## src/rtl/fifo_rd_ctrl_if.sv

```systemverilog
// Head-of-FIFO stream between the read controller and its consumer.
// First-word-fall-through: m_data is meaningful whenever m_valid is high.
interface fifo_rd_ctrl_if #(
    parameter int P_WIDTH = 8
);
    logic [P_WIDTH-1:0] m_data;
    logic               m_valid;
    logic               m_ready;

    modport master (output m_data, output m_valid, input m_ready);
    modport slave  (input m_data, input m_valid, output m_ready);
endinterface

```

## src/rtl/fifo_rd_ctrl.sv

```systemverilog
// Read-side controller of the async FIFO: syncs the write pointer, fetches from a
// 1-cycle-latency BRAM into a 2-entry skid buffer, and exports a Gray read pointer.
module fifo_rd_ctrl #(
    parameter  int P_DEPTH       = 1024,
    parameter  int P_WIDTH       = 8,
    parameter  int P_SYNC_STAGES = 2,
    localparam int ADDR_BITS     = $clog2(P_DEPTH)
) (
    input  logic                 rd_clk,
    input  logic                 rd_rst,
    input  logic [ADDR_BITS:0]   wr_ptr_gray,
    output logic [ADDR_BITS:0]   rd_ptr_gray,
    output logic [ADDR_BITS-1:0] bram_rd_addr,
    input  logic [P_WIDTH-1:0]   bram_rd_data,
    fifo_rd_ctrl_if.master       m,
    output logic                 rd_empty,
    output logic [ADDR_BITS:0]   rd_level
);

    function automatic logic [ADDR_BITS:0] gray2bin(input logic [ADDR_BITS:0] g);
        logic [ADDR_BITS:0] b;
        b = g;
        for (int unsigned i = 1; i <= ADDR_BITS; i++) begin
            b = b ^ (g >> i);
        end
        return b;
    endfunction

    logic [ADDR_BITS:0]   sync_q [P_SYNC_STAGES];
    logic [ADDR_BITS:0]   wr_ptr_bin_sync;
    logic [ADDR_BITS:0]   rd_ptr_bin;
    logic [ADDR_BITS:0]   rd_ptr_bin_next;
    logic                 inflight;
    logic [1:0]           buf_count;
    logic [P_WIDTH-1:0]   head_q;
    logic [P_WIDTH-1:0]   tail_q;

    logic                 mem_empty;
    logic                 pop;
    logic                 issue;
    logic [2:0]           occ_after_pop;
    logic [1:0]           cnt_after_pop;
    logic [1:0]           buf_count_nxt;
    logic [P_WIDTH-1:0]   head_nxt;
    logic [P_WIDTH-1:0]   tail_nxt;

    always_ff @(posedge rd_clk or posedge rd_rst) begin
        if (rd_rst) begin
            for (int unsigned i = 0; i < P_SYNC_STAGES; i++) begin
                sync_q[i] <= '0;
            end
        end else begin
            sync_q[0] <= wr_ptr_gray;
            for (int unsigned i = 1; i < P_SYNC_STAGES; i++) begin
                sync_q[i] <= sync_q[i-1];
            end
        end
    end

    assign wr_ptr_bin_sync = gray2bin(sync_q[P_SYNC_STAGES-1]);
    assign mem_empty       = (rd_ptr_bin == wr_ptr_bin_sync);
    assign pop             = m.m_valid && m.m_ready;

    // Words held plus the one arriving from the BRAM must never exceed the two slots.
    assign occ_after_pop   = 3'(buf_count) + 3'(inflight) - 3'(pop);
    assign issue           = !mem_empty && (occ_after_pop < 3'd2);
    assign rd_ptr_bin_next = rd_ptr_bin + (ADDR_BITS+1)'(issue);

    always_comb begin
        head_nxt      = head_q;
        tail_nxt      = tail_q;
        cnt_after_pop = buf_count - 2'(pop);
        if (pop) begin
            head_nxt = tail_q;
        end
        // The captured word lands in the first free slot after the pop has shifted.
        if (inflight) begin
            if (cnt_after_pop == 2'd0) begin
                head_nxt = bram_rd_data;
            end else begin
                tail_nxt = bram_rd_data;
            end
        end
        buf_count_nxt = cnt_after_pop + 2'(inflight);
    end

    always_ff @(posedge rd_clk or posedge rd_rst) begin
        if (rd_rst) begin
            rd_ptr_bin  <= '0;
            rd_ptr_gray <= '0;
            inflight    <= 1'b0;
            buf_count   <= '0;
            head_q      <= '0;
            tail_q      <= '0;
        end else begin
            rd_ptr_bin  <= rd_ptr_bin_next;
            rd_ptr_gray <= rd_ptr_bin_next ^ (rd_ptr_bin_next >> 1);
            inflight    <= issue;
            buf_count   <= buf_count_nxt;
            head_q      <= head_nxt;
            tail_q      <= tail_nxt;
        end
    end

    assign bram_rd_addr = rd_ptr_bin[ADDR_BITS-1:0];
    assign m.m_data     = head_q;
    assign m.m_valid    = (buf_count != 2'd0);
    assign rd_empty     = (buf_count == 2'd0);
    assign rd_level     = wr_ptr_bin_sync - rd_ptr_bin;

endmodule
```

## src/flat_wrapper.sv

```systemverilog
// flat-port wrapper written by rule: the top's interface ports become plain ports
module fifo_rd_ctrl_flat 
#(
    parameter  int P_DEPTH       = 1024,
    parameter  int P_WIDTH       = 8,
    parameter  int P_SYNC_STAGES = 2,
    localparam int ADDR_BITS     = $clog2(P_DEPTH)
)
  (rd_clk, rd_rst, wr_ptr_gray, rd_ptr_gray, bram_rd_addr, bram_rd_data, rd_empty, rd_level, m_m_data, m_m_valid, m_m_ready);
  fifo_rd_ctrl_if #(.P_WIDTH(P_WIDTH)) m_i ();
  input  logic rd_clk;
  input  logic rd_rst;
  input  logic [ADDR_BITS:0] wr_ptr_gray;
  output logic [ADDR_BITS:0] rd_ptr_gray;
  output logic [ADDR_BITS-1:0] bram_rd_addr;
  input  logic [P_WIDTH-1:0] bram_rd_data;
  output logic rd_empty;
  output logic [ADDR_BITS:0] rd_level;
  output wire logic [$bits(m_i.m_data)-1:0] m_m_data;
  output wire logic [$bits(m_i.m_valid)-1:0] m_m_valid;
  input wire logic [$bits(m_i.m_ready)-1:0] m_m_ready;
  assign m_m_data = m_i.m_data;
  assign m_m_valid = m_i.m_valid;
  assign m_i.m_ready = m_m_ready;
  fifo_rd_ctrl #(.P_DEPTH(P_DEPTH), .P_WIDTH(P_WIDTH), .P_SYNC_STAGES(P_SYNC_STAGES)) u_core (.rd_clk(rd_clk), .rd_rst(rd_rst), .wr_ptr_gray(wr_ptr_gray), .rd_ptr_gray(rd_ptr_gray), .bram_rd_addr(bram_rd_addr), .bram_rd_data(bram_rd_data), .m(m_i), .rd_empty(rd_empty), .rd_level(rd_level));
endmodule
```

## config.mk

```make
export PLATFORM = sky130hd
export DESIGN_NAME = fifo_rd_ctrl_flat
export DESIGN_NICKNAME = d
export VERILOG_FILES = /design/src/rtl/fifo_rd_ctrl_if.sv /design/src/rtl/fifo_rd_ctrl.sv /design/src/flat_wrapper.sv
export SDC_FILE = /design/constraint.sdc
export NUM_CORES = 1
export LEC_CHECK = 0
export ABC_AREA = 1
export ABC_CLOCK_PERIOD_IN_PS = 6000
export CAP_MARGIN = 40
export CORE_ASPECT_RATIO = 2
export CORE_MARGIN = 5
export CORE_UTILIZATION = 33
export CTS_CLUSTER_SIZE = 8
export DETAILED_ROUTE_END_ITERATION = 8
export GPL_TIMING_DRIVEN = 0
export PLACE_DENSITY_LB_ADDON = 0.08
export SLEW_MARGIN = 20
export SYNTH_ARGS = -nofsm -noshare
export SYNTH_HDL_FRONTEND = slang
export SYNTH_SLANG_ARGS = --single-unit
```

## constraint.sdc

```tcl
create_clock -name rd_clk -period 6 [get_ports rd_clk]
set_input_delay 0.6 -clock rd_clk [delete_from_list [all_inputs] [get_ports rd_clk]]
set_output_delay 0.6 -clock rd_clk [all_outputs]
set_load 0.005 [all_outputs]
```

==> results of run 1 <==
## power groups by stage
stage / Sequential [mW] / Clock [mW] / Combinational, mW
floorplan: 0.663 / 0 / 0.697
global route: 0.689 / 0.541 / 1.40
detailed placement: 0.679 / 0 / 1.27
CTS: 0.674 / 0.524 / 1.27
finish: 0.668 / 0.508 / 1.24
global placement: 0.679 / 0 / 1.25
## placed cells by master (no fill, tap or decap), types with 2 or more instances in the layout
cell / count
nor2_1: 26
o21ai_0: 5
ha_1: 15
nand3_2: 2
a21oi_1: 5
clkbuf_1: 2
nand4_1: 7
nand3_1: 29
inv_1: 49
xor2_1: 17
a31oi_1: 9
dfrtp_1: 62
clkbuf_16: 9
xnor2_1: 8
nor2_2: 2
clkdlybuf4s50_1: 63
nand2_2: 6
nand2_1: 155
fa_1: 2
clkinv_2: 2
inv_2: 2
o21bai_1: 3
## worst max-delay path by stage
stage,startpoint,endpoint,slack (ns),depth (start not counted)
final,u_core.buf_count[1]$_DFF_PP0_,u_core.rd_ptr_gray[7]$_DFF_PP0_,2.03,19
after global routing,u_core.buf_count[1]$_DFF_PP0_,u_core.rd_ptr_gray[7]$_DFF_PP0_,1.61,20
after CTS,u_core.buf_count[1]$_DFF_PP0_,u_core.rd_ptr_gray[7]$_DFF_PP0_,1.93,20
after detailed placement,m_m_ready,u_core.rd_ptr_gray[7]$_DFF_PP0_,1.68,18
after global placement,m_m_ready,u_core.rd_ptr_gray[8]$_DFF_PP0_,1.69,18
after floorplan,u_core.buf_count[1]$_DFF_PP0_,u_core.rd_ptr_gray[7]$_DFF_PP0_,2.61,19
## layer usage
metal	share of wire, %	routed length, um	vias to the layer above
met4	3.8	304	0
li1	-	-	1440
met3	4.3	339	17
met1	36	2840	1260
met2	56	4450	65
met5	0	0	-
## layout make-up
class / count / share of cell area, %
Buffer: 3 / 0.450
Clock buffer: 11 / 5.46
Clock inverter: 4 / 1.07
Inverter: 52 / 4.44
Multi-Input combinational cell: 295 / 35.1
Sequential cell: 62 / 34.9
Tap cell: 135 / 3.80
Timing Repair Buffer: 64 / 14.8
## through the flow
stage          power, mW  hold slack (ns)  cells  utilization [%]
2_1_floorplan       1.36            0.331    412                -
3_3_place_gp        1.93            0.333    610             41.2
3_5_place_dp        1.95            0.335    611             41.5
4_1_cts             2.47            0.342    626             44.4
5_1_grt             2.63            0.349    626             44.4
6_report            2.41            0.338    626             44.4
## kinds of logic after synthesis
| family | count (synthesis) | share of synthesized area, % |
|---|---|---|
| and+or+nand+nor | 228 | 28.4 |
| DFF | 62 | 46.6 |
| AOI/OAI and AO/OA | 23 | 4.13 |
| adders and majority gates | 17 | 6.84 |
| xor gates and xnor gates | 27 | 7.56 |
| buffers and inverters | 55 | 6.47 |
## registers in the layout (all words and copies together) (netlist names)
signal / flops
u_core.sync_q: 22
u_core.m.m_data: 8
u_core.rd_ptr_gray: 10
u_core.tail_q: 8
u_core.buf_count: 2
u_core.inflight: 1
u_core.rd_ptr_bin: 11
==> flow_metrics.py, run 1 <==
metrics = {
    "synth": {
        "synth-edff-count": 0,
        "postSynth.asyncResetShare_pct": 100,
        "synth_area_leaders": "dfrtp_1, nand2_1, ha_1",
        "synth_top_area_cell": "dfrtp_1",
        "synth_seq_cells": 62,
        "yosysUniqueCellTypes": 25,
        "synth_top_area_share_pct": 46.6,
        "yosys_warnings": 0,
        "synth_ff_type": "dfrtp_1",
        "syn_inst": 412,
        "syn_nets": 451,
        "yosysMostFrequentCell": "nand2_1",
        "ys_seq_area_share_pct": 46.6,
        "synth_area_sq_mm": 0.00333,
        "synth_common_cells": "nand2_1, dfrtp_1, inv_1",
        "avgSynthCellArea_sq_um": 8.08,
    },
    "power_and_ir_drop": {
        "cellLeakagePower_nw": 2.27,
        "p_sw_share_pct": 37.4,
        "vdd_ir_drop_max_v": 0.000218,
        "power_frac_comb_pct": 51.2,
        "p_per_area_mw_per_mm2": 542,
        "power_switching_mw": 0.903,
        "p_clk_share_pct": 21.1,
        "power.internal_mw": 1.51,
        "seqPwrFrac_pct": 27.7,
    },
    "layout": {
        "drive_above_1_share_pct": 6.72,
        "final_net_count": 526,
        "area_growth_pct": 33.6,
        "n_fill_cell": 1054,
        "finish.instance_area_sq_mm": 0.00445,
        "seq_area_sq_mm": 0.00155,
        "num_antenna_cells": 0,
        "multi_input_area_sq_mm": 0.00156,
    },
    "setup_path": {
        "regToRegSetupSlack_ns": 2.03,
        "crit_path_cell_trace": "nor2_1 -> inv_1 -> nand2_2 -> inv_2 -> ha_1 -> or2_2 -> fa_1 -> xnor2_1 -> nand2_1 -> a41oi_1 -> ha_1 -> ha_1 -> nand3_2 -> nor2_2 -> nand4_1 -> nand2_1 -> inv_1 -> nand2_1 -> nand2_1",
        "worstPathRequired_ns": 6.22,
        "critPathMaxFanout": 10,
        "crit_slowest_cell": "dfrtp_1",
        "cp_num_buf_inv": 3,
        "max_stage_delay_ns": 0.45,
        "cp.arrival_ns": 4.19,
        "path_class": "flop to flop",
        "r2r-start": "u_core.buf_count[1]$_DFF_PP0_",
        "rr_worst_depth": 19,
        "crit_family": "simple AND/OR/NAND/NOR gates",
        "crit_top_cell": "nand2_1",
        "worst_setup_path_start_kind": "flop",
        "r2r-end": "u_core.rd_ptr_gray[7]$_DFF_PP0_",
        "setup.worst_path.end_class": "flop",
    },
    "floorplanning": {
        "core_sq_mm": 0.0100,
        "start_util_pct": 33.2,
        "die_y_um": 152,
        "pin_count": 64,
        "die_area_sq_mm": 0.0123,
        "core.rowCount": 52,
        "die_w_um": 81.0,
    },
    "timing": {
        "layout_min_cycle_time_ns": 3.97,
        "final.setup.tns_ns": 0,
        "worst_pin_slew_ns": 0.500,
        "rsz0062_at_grt": "false",
        "final_hold_viol_count": 0,
        "slew_violations": 0,
        "setup_slack_ns": 2.03,
        "maxSlewHeadroom_pct": 66.7,
        "fin_crit_sh_pct": 66.1,
        "finClkSkew_ns": 0.0110,
        "fmax_ghz": 0.252,
        "setup_viol": 0,
    },
    "clock_tree": {
        "cts_root_buf": "clkbuf_16",
        "cts_max_level": 3,
        "cts.repair.resized": 0,
        "cts_tree": "yes",
        "numCtsBuffers": 9,
        "cts_buffer_depth": 2,
        "clock-sinks": 62,
        "insertion_delay_ns": 0.33,
        "hold_buffers": 0,
        "cts_setup_buffers": 0,
        "cts.clk_slew.worst_paths_ns": 0.06,
    },
    "drt": {
        "drt_iter0_markers": 79,
        "ant_nets": 0,
        "drc": 0,
        "first_pass_iters": 4,
        "post_drt_wl_per_cell_um": 12.7,
        "routed_wl_um": 7930,
        "viasPerCell": 4.44,
        "num_vias": 2782,
    },
    "grt": {
        "met1_usage_pct": 14.4,
        "grt_most_used_layer": "met2",
        "antenna_found_initial": 0,
        "grt_pass1_vias": 2846,
        "overflow": 0,
        "grt.total_usage_pct": 14.3,
        "grt_pass1_wl_um": 13400,
        "grt_max_degree": 58,
        "grtUsageMet2_pct": 26.1,
        "globalRouteMet3Util_pct": 3.08,
    },
    "place": {
        "placed_area_sq_mm": 0.00416,
        "io_buffers": 63,
        "pre_cts_slack_ns": 1.68,
        "dpl.hpwl_um": 6340,
        "place_congestion": 0.842,
    },
    "min_path": {
        "holdPathEnd": "u_core.sync_q[7]$_DFF_PP0_",
        "min_path_cells": 0,
        "hp-class": "flop to flop",
        "min_from": "u_core.sync_q[18]$_DFF_PP0_",
    },
    "run_status": {
        "outcome": "complete, no violations",
    },
    "job": {
        "maxCapViolCount": 0,
    },
}
(Power assumes the default switching activity.)
==> run 2: changes to the inputs <==
ABC_CLOCK_PERIOD_IN_PS = 3500   (was 6000)
clock period = 3.5 ns   (was 6 ns; I/O delays follow)
==> run 2 against run 1 <==
Wire length up 2.1%. Maximum frequency is 20% higher. Sequential cell count stayed put. Critical path type unchanged. Critical endpoint is now u_core.rd_ptr_gray[8]$_DFF_PP0_.
==> flow_metrics.py, run 2 (same netlist as run 1, synthesis figures left out) <==
metrics = {
    "run_status": {
        "outcome": "complete, no violations",
    },
    "power_and_ir_drop": {
        "vdd_ir_drop_max_v": 0.000430,
        "report.power.total_mw": 4.32,
        "p_per_area_mw_per_mm2": 932,
        "cellLeakagePower_nw": 2.36,
    },
    "setup_path": {
        "crit_family": "simple AND/OR/NAND/NOR gates",
        "critPathMaxFanout": 10,
        "worst_setup_path_start_kind": "flop",
        "crit_slowest_cell": "fa_2",
        "setup.worst_path.end_class": "flop",
        "regToRegSetupSlack_ns": 0.20,
        "critical_path.startpoint": "u_core.buf_count[1]$_DFF_PP0_",
        "endpoint": "u_core.rd_ptr_gray[8]$_DFF_PP0_",
        "path_class": "flop to flop",
        "rr_worst_depth": 18,
        "max_stage_delay_ns": 0.52,
        "r2r-start": "u_core.buf_count[1]$_DFF_PP0_",
        "cp_num_buf_inv": 2,
        "crit_top_cell": "nand2_1",
        "crit_path_cell_trace": "nor2_4 -> inv_2 -> nand2_4 -> inv_4 -> ha_1 -> or2_2 -> fa_2 -> nand2_1 -> a41oi_2 -> ha_2 -> ha_4 -> nand3_2 -> nor2_4 -> nand3_1 -> nand2_1 -> nand2_2 -> nand2_1 -> nand2_1",
        "worstPathRequired_ns": 3.72,
        "r2r-end": "u_core.rd_ptr_gray[8]$_DFF_PP0_",
        "cp.arrival_ns": 3.53,
        "cp_num_cells": 18,
    },
    "clock_tree": {
        "cts_root_buf": "clkbuf_16",
        "cts_buffer_depth": 2,
        "numCtsBuffers": 9,
        "cts.clk_slew.worst_paths_ns": 0.06,
        "hold_buffers": 0,
        "insertion_delay_ns": 0.33,
        "cts_max_level": 3,
        "cts_tree": "yes",
        "clock-sinks": 62,
    },
    "drt": {
        "routed_wl_um": 8100,
        "drt_iter0_markers": 103,
        "ant_nets": 0,
        "num_vias": 2824,
        "drc": 0,
        "first_pass_iters": 6,
        "post_drt_wl_per_cell_um": 12.7,
        "viasPerCell": 4.44,
    },
    "place": {
        "dpl.hpwl_um": 6340,
        "io_buffers": 63,
        "pre_cts_slack_ns": -0.565,
        "place_congestion": 0.842,
    },
    "grt": {
        "grt_pass1_wl_um": 13400,
        "grt_pass1_vias": 2886,
        "grt.total_usage_pct": 14.3,
        "grt_max_degree": 58,
        "antenna_found_initial": 0,
        "overflow": 0,
    },
    "layout": {
        "final_common_cell": "nand2_1",
        "layout_common_cells": "nand2_1, dfrtp_1, clkdlybuf4s50_1",
        "reg_top3": "u_core.sync_q: 22 flops, u_core.rd_ptr_bin: 11 flops, u_core.rd_ptr_gray: 10 flops",
        "final_net_count": 536,
        "area_growth_pct": 39.2,
        "drive_above_1_share_pct": 13.8,
        "largest_register_ffs": 22,
        "num_antenna_cells": 0,
        "top_register": "u_core.sync_q",
    },
    "timing": {
        "setup_viol": 0,
        "final.setup.tns_ns": 0,
        "worst_pin_slew_ns": 0.320,
        "setup_slack_ns": 0.196,
        "finClkSkew_ns": 0.0107,
        "final_hold_viol_count": 0,
        "maxSlewHeadroom_pct": 78.7,
        "fmax_ghz": 0.303,
        "fin_crit_sh_pct": 94.4,
        "layout_min_cycle_time_ns": 3.30,
        "slew_violations": 0,
    },
    "job": {
        "maxCapViolCount": 0,
    },
    "floorplanning": {
        "die_y_um": 152,
        "start_util_pct": 33.2,
        "die_area_sq_mm": 0.0123,
        "core.rowCount": 52,
        "core_sq_mm": 0.0100,
        "die_w_um": 81.0,
        "pin_count": 64,
    },
    "min_path": {
        "hp-class": "input port to asynchronous set/reset pin",
    },
}
run 2: cell count changes in the layout (fill, tap and decap cells not counted), moves of 3 or more:
cell	before	now
clkdlybuf4s50_1	63	59
buf_4	0	10
inv_1	49	45
dlymetal6s2s_1	0	4
nand2_1	155	147
inv_2	2	5
nor2_1	26	23
nand2_2	6	13
ha_1	15	12
run 2: what timing repair did:
item / CTS / global route
pin swaps: 2 / 9
gates cloned: 0 / 0
endpoints found under the setup margin: 21 / 19
gates resized for setup: 13 / 26
setup buffers: 3 / 7
run 2: worst min path at each step:
stage	to	startpoint	slack, ns
floorplan	u_core.sync_q[0]$_DFF_PP0_	u_core.sync_q[11]$_DFF_PP0_	0.33
global placement	u_core.sync_q[10]$_DFF_PP0_	u_core.sync_q[21]$_DFF_PP0_	0.33
detailed placement	u_core.sync_q[4]$_DFF_PP0_	u_core.sync_q[15]$_DFF_PP0_	0.33
CTS	u_core.sync_q[13]$_DFF_PP0_	rd_rst	0.24
global route	u_core.sync_q[13]$_DFF_PP0_	rd_rst	0.26
finish	u_core.sync_q[13]$_DFF_PP0_	rd_rst	0.25
run 2: report_power, final:
group / internal [mW] / total, mW / switching [mW]
sequential: 0.970 / 1.15 / 0.179
clock: 0.563 / 0.870 / 0.307
combinational: 1.17 / 2.30 / 1.13
run 2: per-layer routing:
layer  global-route usage [%]  routed length (um)  vias to the layer above
li1                         -                   -                     1465
met2                     26.4                4680                       56
met1                     14.2                2860                     1289
met5                        0                   0                        -
met3                     3.08                 323                       14
met4                     7.90                 239                        0
run 2: cell type report:
| cell class | instances | area [sq um] |
|---|---|---|
| inverter | 52 | 200 |
| clock inverter | 4 | 47.5 |
| clock buffer | 11 | 243 |
| buffer | 3 | 23.8 |
| multi-input combinational | 295 | 1650 |
| tap | 135 | 169 |
| timing repair buffer | 74 | 743 |
| sequential | 62 | 1550 |
| fill | 1047 | 5390 |
run 2: through the flow:
step | utilization, % | hold slack, ns | cell area, sq um | instances
finish | 46.2 | 0.254 | 4630 | 636
global route | 46.2 | 0.257 | 4630 | 636
CTS | 45.1 | 0.242 | 4520 | 629
detailed placement | 41.5 | 0.335 | 4160 | 611
global placement | 41.2 | 0.333 | 4130 | 610
floorplan | - | 0.331 | 3330 | 412
